`src/rtl/mem_port_pkg.sv`:
```
// Shared types and default sizes for the mem_port_ctrl RAM port controller.
package mem_port_pkg;

  localparam int unsigned RamAwDef = 9;
  localparam int unsigned DwDef    = 32;
  localparam int unsigned BeWDef   = DwDef / 8;

  typedef enum logic [2:0] {
    StIdle,
    StRdIss,
    StRdCap,
    StWrIss,
    StRmwRd,
    StRmwCap,
    StRmwWr,
    StResp
  } state_e;

endpackage

```
`src/rtl/be_merge.sv`:
```
// Combinational byte merge: enabled bytes of new_word overlay old_word.
module be_merge #(
  parameter int unsigned DW = 32
) (
  input  logic [DW-1:0]   old_word,
  input  logic [DW-1:0]   new_word,
  input  logic [DW/8-1:0] be,
  output logic [DW-1:0]   merged
);

  always_comb begin
    merged = old_word;
    for (int b = 0; b < DW / 8; b++) begin
      if (be[b]) merged[8*b +: 8] = new_word[8*b +: 8];
    end
  end

endmodule

```
`src/rtl/mem_port_ctrl.sv`:
```
// Single-outstanding request/response controller in front of a 1-cycle-latency RAM.
// Optional address bounds checking is enabled by defining MEM_PORT_CTRL_BOUNDS_EN.
module mem_port_ctrl
  import mem_port_pkg::*;
#(
  parameter int unsigned RAM_AW = RamAwDef,
  parameter int unsigned DW     = DwDef
) (
  input  logic              clock,
  input  logic              reset,
  input  logic              req_valid,
  output logic              req_ready,
  input  logic              req_we,
  input  logic [31:0]       req_addr,
  input  logic [DW-1:0]     req_wdata,
  input  logic [DW/8-1:0]   req_be,
  output logic              rsp_valid,
  input  logic              rsp_ready,
  output logic [DW-1:0]     rsp_rdata,
  output logic              rsp_err,
  output logic [RAM_AW-1:0] ram_addr,
  output logic              ram_wEn,
  output logic [DW-1:0]     ram_wDat,
  output logic              ram_rEn,
  input  logic [DW-1:0]     ram_rDat
);

  localparam int unsigned BW = DW / 8;

  state_e            state_q, state_d;
  logic [RAM_AW-1:0] addr_q;
  logic [DW-1:0]     wdata_q;
  logic [BW-1:0]     be_q;
  logic [DW-1:0]     rdata_q;
  logic [DW-1:0]     merged_q;
  logic [DW-1:0]     merge_word;
  logic              accept;
  logic              bounds_err;

  // Byte-select bits never reach the RAM; upper bits only matter with bounds checking.
  logic unused_addr;
  assign unused_addr = ^{req_addr[31:RAM_AW+2], req_addr[1:0]};

  assign req_ready = (state_q == StIdle) && !reset;
  assign accept    = req_valid && req_ready;
  assign rsp_valid = (state_q == StResp);
  assign rsp_rdata = rsp_valid ? rdata_q : '0;

`ifdef MEM_PORT_CTRL_BOUNDS_EN
  logic err_q;

  assign bounds_err = |req_addr[31:RAM_AW+2];
  assign rsp_err    = rsp_valid && err_q;

  always_ff @(posedge clock or posedge reset) begin
    if (reset) begin
      err_q <= 1'b0;
    end else if (accept) begin
      err_q <= bounds_err;
    end
  end
`else
  assign bounds_err = 1'b0;
  assign rsp_err    = 1'b0;
`endif

  be_merge #(
    .DW(DW)
  ) u_be_merge (
    .old_word(ram_rDat),
    .new_word(wdata_q),
    .be      (be_q),
    .merged  (merge_word)
  );

  always_comb begin
    state_d = state_q;
    unique case (state_q)
      StIdle: begin
        if (accept) begin
          if (bounds_err)                state_d = StResp;
          else if (!req_we)              state_d = StRdIss;
          else if (req_be == '0)         state_d = StResp;
          else if (req_be == {BW{1'b1}}) state_d = StWrIss;
          else                           state_d = StRmwRd;
        end
      end
      StRdIss:  state_d = StRdCap;
      StRdCap:  state_d = StResp;
      StWrIss:  state_d = StResp;
      StRmwRd:  state_d = StRmwCap;
      StRmwCap: state_d = StRmwWr;
      StRmwWr:  state_d = StResp;
      StResp:   if (rsp_ready) state_d = StIdle;
      default:  state_d = StIdle;
    endcase
  end

  always_ff @(posedge clock or posedge reset) begin
    if (reset) begin
      state_q  <= StIdle;
      addr_q   <= '0;
      wdata_q  <= '0;
      be_q     <= '0;
      rdata_q  <= '0;
      merged_q <= '0;
    end else begin
      state_q <= state_d;
      if (accept) begin
        addr_q  <= req_addr[RAM_AW+1:2];
        wdata_q <= req_wdata;
        be_q    <= req_be;
        rdata_q <= '0;
      end
      if (state_q == StRdCap)  rdata_q  <= ram_rDat;
      if (state_q == StRmwCap) merged_q <= merge_word;
    end
  end

  always_comb begin
    ram_addr = '0;
    ram_wEn  = 1'b0;
    ram_rEn  = 1'b0;
    ram_wDat = '0;
    unique case (state_q)
      StRdIss, StRmwRd: begin
        ram_addr = addr_q;
        ram_rEn  = 1'b1;
      end
      StRdCap, StRmwCap: ram_addr = addr_q;
      StWrIss: begin
        ram_addr = addr_q;
        ram_wEn  = 1'b1;
        ram_wDat = wdata_q;
      end
      StRmwWr: begin
        ram_addr = addr_q;
        ram_wEn  = 1'b1;
        ram_wDat = merged_q;
      end
      default: ;
    endcase
  end

endmodule

```
`config.mk`:
```
export PLATFORM = sky130hd
export DESIGN_NAME = mem_port_ctrl
export DESIGN_NICKNAME = d
export VERILOG_FILES = /design/src/rtl/mem_port_pkg.sv /design/src/rtl/be_merge.sv /design/src/rtl/mem_port_ctrl.sv
export SDC_FILE = /design/constraint.sdc
export NUM_CORES = 1
export LEC_CHECK = 0
export CAP_MARGIN = 25
export CORE_MARGIN = 5
export CORE_UTILIZATION = 49
export CTS_BUF_LIST = sky130_fd_sc_hd__clkbuf_2 sky130_fd_sc_hd__clkbuf_4 sky130_fd_sc_hd__clkbuf_8
export DETAILED_ROUTE_END_ITERATION = 8
export GPL_TIMING_DRIVEN = 1
export PLACE_DENSITY = 0.85
export SLEW_MARGIN = 25
export SYNTH_ARGS = -nofsm -noshare
export SYNTH_HDL_FRONTEND = slang
export SYNTH_SLANG_ARGS = --single-unit
```
`constraint.sdc`:
```
create_clock -name clock -period 5 [get_ports clock]
set_input_delay 0.5 -clock clock [delete_from_list [all_inputs] [get_ports clock]]
set_output_delay 0.5 -clock clock [all_outputs]
set_load 0.01 [all_outputs]
```
==> results.yml, run 1 <==
logic_synthesis:
  ys_seq_area_share_pct: 51.4
  netlist.area_leader.share_pct: 51.4
  syn_avg_cell_area_um2: 11.0
  yosys_warnings: 0
  synth_flop_cell: "dfrtp_1"
  synth.cell_area_mm2: 0.00546
  synth_area_leaders: "dfrtp_1 (51%), mux2_4 (12%), nand2_1 (6.9%), mux2i_1 (5.9%), a22o_1 (5.1%)"
  ys_types: 30
  synth-edff-count: 0
  ys_seq_elements: 112
  yosys-top-cells-count: "dfrtp_1 (112), nand2_1 (100), mux2_4 (45), and2_1 (43), nand3_1 (34)"
  syn_inst: 497
  synth_fp_nets: 602
  synth_top_area_cell: "dfrtp_1"
  yosysMostFrequentCell: "dfrtp_1"
  async_flop_share_pct: 100
clock_tree:
  cts_sinks: 112
  insertion_delay_ns: 0.39
  clk_pin_slew_worst_paths_ns: 0.10
  cts_setup_buffers: 0
  cts_tree: "built"
  htree_levels: 3
  cts_buffers: 9
  post_cts_resized: 0
  ctsHoldBuffers: 0
  cts_max_path_buffers: 2
  cts_root_buffer: "clkbuf_8"
floorplan:
  die_y_um: 116
  die-area_mm2: 0.0133
  core-area_mm2: 0.0109
  io_pins: 183
  rows: 38
  start_util_pct: 50.1
  fp.dieW_um: 116
pwr:
  power_mw: 4.09
  power_density_mw_per_mm2: 558
  leakagePower_nw: 3.45
  irDropWorstVdd_mv: 0.306
routing:
  drc: 0
  avgViaCountPerCell: 5.43
  vias: 4227
  firstDrtPassIters: 4
  drtIter0Drc: 383
  drt-total-wl_mm: 14.7
  wl_per_cell_um: 18.9
  final_antenna_net_count: 0
global_route:
  grt_use_total_pct: 22.9
  overflow: 0
  grt_pass1_vias: 4689
  grt_antenna_before_repair: 0
  grt_max_degree: 78
  grt_pass1_wl_mm: 23.9
sta:
  layout_min_cycle_time_ns: 3.56
  hold_violations: 0
  worstMarginPinSlew_ns: 1.06
  setup_viol: 0
  fmax_mhz: 281
  slew_viol_final: 0
  relSlewSlack_pct: 29.2
  worst_slack_ns: 1.44
  rsz0062_at_grt: "no"
  fin_skew_ns: 0.00533
  fin_tns_setup_ns: 0
  finalCritPeriodShare_pct: 71.3
finish:
  stdcell_area_mm2: 0.00732
  area_delta_synth_final_pct: 34.2
  layout.cells.non_filler: 779
  drive_gt1_share_pct: 11.4
  final_nets: 739
  diodes: 0
placed_design:
  dp_hpwl_mm: 9.94
  pre_cts_slack_ns: 1.86
  dp.cells: 762
  io_buffers: 158
  dpl_cell_area_mm2: 0.00704
  finalWeightedCongestion: 0.871
flow_run:
  max_cap_viol_count: 0
critical_path:
  arrival_ns: 3.06
  end_kind: "output port"
  cp-start-kind: "register"
  cp_max_fo: 36
  crit_type: "reg2out"
  required_ns: 4.50
  rrSetupSlack_ns: 2.71
min_path:
  min-delay-path-class: "reg2reg"
outcome:
  outcome: "finished clean"
cell usage in the layout, fill, tap and decap left out, types with 2 or more instances in the layout:
cell / netlist / final
o22ai_1: 2 / 2
dfrtp_1: 112 / 112
a22o_1: 32 / 32
clkbuf_8: 0 / 10
and2_1: 43 / 43
o21ai_0: 33 / 33
bufinv_16: 0 / 4
clkinv_2: 0 / 2
nor2b_1: 3 / 3
clkdlybuf4s50_1: 0 / 158
nand2_1: 100 / 99
mux2i_1: 32 / 32
nand3_1: 34 / 34
buf_4: 2 / 6
nor2_1: 6 / 6
inv_1: 3 / 2
mux2_4: 45 / 45
sequential cells by signal, indices dropped and copies added, names as in the netlist:
name / cells
wdata_q: 32
state_q: 3
merged_q: 32
be_q: 4
rdata_q: 32
addr_q: 9
kinds of logic (layout without fill, tap and decap cells):
group / after synthesis / count (layout) / share of synthesized area (%)
flip-flops: 112 / 112 / 51.4
AO/OA/AOI/OAI: 70 / 70 / 8.76
other: 1 / 1 / 0.0687
XOR/XNOR: 1 / 1 / 0.161
buffers and inverters: 42 / 184 / 4.36
AND/OR/NAND/NOR: 194 / 194 / 17.0
multiplexers: 77 / 77 / 18.3
layout make-up:
type                    count  area (um2)
flip-flops and latches    112        2800
inverters                   3        16.3
fillers                   828        3560
well taps                 140         175
repair buffers            165        1640
clock buffers              10         138
clock inverters             6         130
multi-input cells         343        2420
power by group:
part / switching (mW) / internal, mW
Clock: 0.312 / 0.395
Sequential: 0.305 / 1.28
Combinational: 0.815 / 0.977
routing by layer:
layer / share of wire [%] / wire length, um / global-route usage [%]
met5: 0 / 0 / 0
met4: 1.8 / 269 / 8.61
met3: 8.3 / 1220 / 6.42
met2: 48 / 7080 / 38.2
met1: 42 / 6120 / 28.6
worst max-delay path: stages, from the launching register on:
cell and delay (ns):
dfrtp_1 0.60, nand3_1 0.19, inv_1 0.80, nor2_1 0.33, and2_1 0.27, clkdlybuf4s50_1 0.48
final timing paths:
kind / start / endpoint / cells after the start
min in group asynchronous: reset / wdata_q[1]$_DFFE_PP0P_ / 2
worst max register to register: state_q[0]$_DFFE_PP0P_ / addr_q[8]$_DFFE_PP0P_ / 4
worst max-delay path: state_q[0]$_DFFE_PP0P_ / ram_addr[0] / 5
worst min register to register: merged_q[20]$_DFFE_PP0P_ / merged_q[20]$_DFFE_PP0P_ / 2
worst min-delay path: merged_q[20]$_DFFE_PP0P_ / merged_q[20]$_DFFE_PP0P_ / 2
max in group asynchronous: reset / rdata_q[18]$_DFFE_PP0P_ / 3
stage by stage:
step / utilization (%) / hold slack, ns
2_1_floorplan: - / 0.450
3_3_place_gp: 64.7 / 0.461
3_5_place_dp: 64.7 / 0.471
4_1_cts: 67.1 / 0.494
5_1_grt: 67.3 / 0.515
6_report: 67.3 / 0.487
Note: power is estimated with default switching activity, not from simulation.
==> inputs of run 2 (changes only) <==
CORE_UTILIZATION = 47   (was 49)
PLACE_DENSITY = 0.82   (was 0.85)
clock period = 3.65 ns   (was 5 ns; I/O delays follow)
==> run 2 against run 1 <==
Combinational power grew 37%. Sequential share of layout area is essentially flat. Global-route usage shrank 2.2 points. Sequential cell count is the same. Via count grew 0.83%. First-iteration DRC count shrank 27%. Routed wire length shrank 2.3%. Non-clock buffer count grew 4. Cell count grew 0.90%. Clock power grew 18%. Critical endpoint is now rsp_rdata[2]. Largest cell class unchanged. Highest routed layer unchanged.
==> results.yml, run 2 (same netlist as run 1, synthesis figures left out) <==
clock_tree:
  cts_setup_buffers: 0
  cts_buffers: 9
  cts_root_buffer: "clkbuf_8"
  clk_pin_slew_worst_paths_ns: 0.10
  cts_max_path_buffers: 2
  htree_levels: 3
  cts_sinks: 112
  ctsHoldBuffers: 0
  cts_tree: "built"
  insertion_delay_ns: 0.36
  post_cts_resized: 0
placed_design:
  finalWeightedCongestion: 0.817
  io_buffers: 158
  dp_hpwl_mm: 10.1
  pre_cts_slack_ns: 0.878
floorplan:
  fp.dieW_um: 118
  rows: 39
  core-area_mm2: 0.0114
  start_util_pct: 47.8
  die-area_mm2: 0.0139
  io_pins: 183
  die_y_um: 118
routing:
  drt-total-wl_mm: 14.4
  drc: 0
  final_antenna_net_count: 0
  wl_per_cell_um: 18.3
  vias: 4262
  firstDrtPassIters: 4
  drtIter0Drc: 279
  avgViaCountPerCell: 5.42
critical_path:
  required_ns: 3.28
  cp_max_fo: 21
  end_kind: "output port"
  cp-start-kind: "register"
  arrival_ns: 2.78
  crit_type: "reg2out"
finish:
  area_delta_synth_final_pct: 34.4
  drive_gt1_share_pct: 12.0
  utilization_pct: 64.2
  final_nets: 743
  diodes: 0
  fillers: 922
  final_common_cell: "clkdlybuf4s50_1"
  final_cell_mix: "clkdlybuf4s50_1 (158), dfrtp_1 (112), nand2_1 (99), mux2_4 (45), and2_1 (43)"
  top_regs: "merged_q x32, rdata_q x32, wdata_q x32"
pwr:
  leakagePower_nw: 3.43
  power_density_mw_per_mm2: 745
  irDropWorstVdd_mv: 0.329
global_route:
  overflow: 0
  grt_pass1_wl_mm: 23.8
  grt_antenna_before_repair: 0
  grt_use_total_pct: 20.7
  grt_max_degree: 69
  grt_pass1_vias: 4642
sta:
  finalCritPeriodShare_pct: 86.1
  relSlewSlack_pct: 43.4
  slew_viol_final: 0
  layout_min_cycle_time_ns: 3.14
  fin_skew_ns: 0.0124
  fmax_mhz: 318
  rsz0062_at_grt: "no"
  setup_viol: 0
  worstMarginPinSlew_ns: 0.848
  hold_violations: 0
  worst_slack_ns: 0.507
  fin_tns_setup_ns: 0
flow_run:
  max_cap_viol_count: 0
outcome:
  outcome: "finished clean"
min_path:
  min-delay-path-class: "reg2reg"
## run 2: cell count changes in the layout (fill, tap and decap cells not counted), sizes merged
cell	before	now
buf	7	11
bufinv	4	2
clkinvlp	0	1
inv	3	4
## run 2: final cells by class
cell class / count / area, um2 / area share [%]
Clock buffer: 10 / 138 / 1.88
Clock inverter: 6 / 90.1 / 1.23
Inverter: 3 / 13.8 / 0.188
Multi-Input combinational cell: 343 / 2430 / 33.2
Sequential cell: 112 / 2800 / 38.2
Tap cell: 143 / 179 / 2.44
Timing Repair Buffer: 169 / 1680 / 22.9
## run 2: final timing paths
| check | from | endpoint | slack [ns] | depth (start not counted) |
|---|---|---|---|---|
| max | state_q[0]$_DFFE_PP0P_ | rsp_rdata[2] | 0.51 | 5 |
| min | merged_q[31]$_DFFE_PP0P_ | merged_q[31]$_DFFE_PP0P_ | 0.49 | 2 |
| max reg2reg | state_q[0]$_DFFE_PP0P_ | be_q[3]$_DFFE_PP0P_ | 1.56 | 3 |
| min reg2reg | merged_q[31]$_DFFE_PP0P_ | merged_q[31]$_DFFE_PP0P_ | 0.49 | 2 |
| max in group asynchronous | reset | merged_q[31]$_DFFE_PP0P_ | 2.31 | 3 |
| min in group asynchronous | reset | rdata_q[1]$_DFFE_PP0P_ | 0.58 | 2 |
## run 2: critical path: stages, from the launching register on
cell and delay (ns):
dfrtp_1 0.61, nand3_1 0.21, inv_1 0.57, buf_4 0.32, and2_1 0.15, clkdlybuf4s50_1 0.54
## run 2: power breakdown
| group | total, mW | switching [mW] | internal, mW |
|---|---|---|---|
| combinational | 2.46 | 1.10 | 1.36 |
| sequential | 2.17 | 0.412 | 1.76 |
| clock | 0.836 | 0.428 | 0.409 |
## run 2: routing by layer
layer,part of all wire [%],track usage [%],routed length (um)
met1,43,26.6,6180
met2,49,34.9,7100
met3,6.2,5.33,888
met4,1.3,5.66,185
met5,0,0,0
## run 2: per-stage QoR
| step | area (um2) | hold WS (ns) | total power, mW | cells |
|---|---|---|---|---|
| final | 7330 | 0.488 | 5.46 | 786 |
| after floorplan | 5460 | 0.450 | 3.54 | 497 |
| after global placement | 7090 | 0.462 | 4.56 | 770 |
| after detailed placement | 7110 | 0.471 | 4.67 | 770 |
| after global routing | 7330 | 0.515 | 5.82 | 786 |
| after CTS | 7330 | 0.493 | 5.50 | 786 |
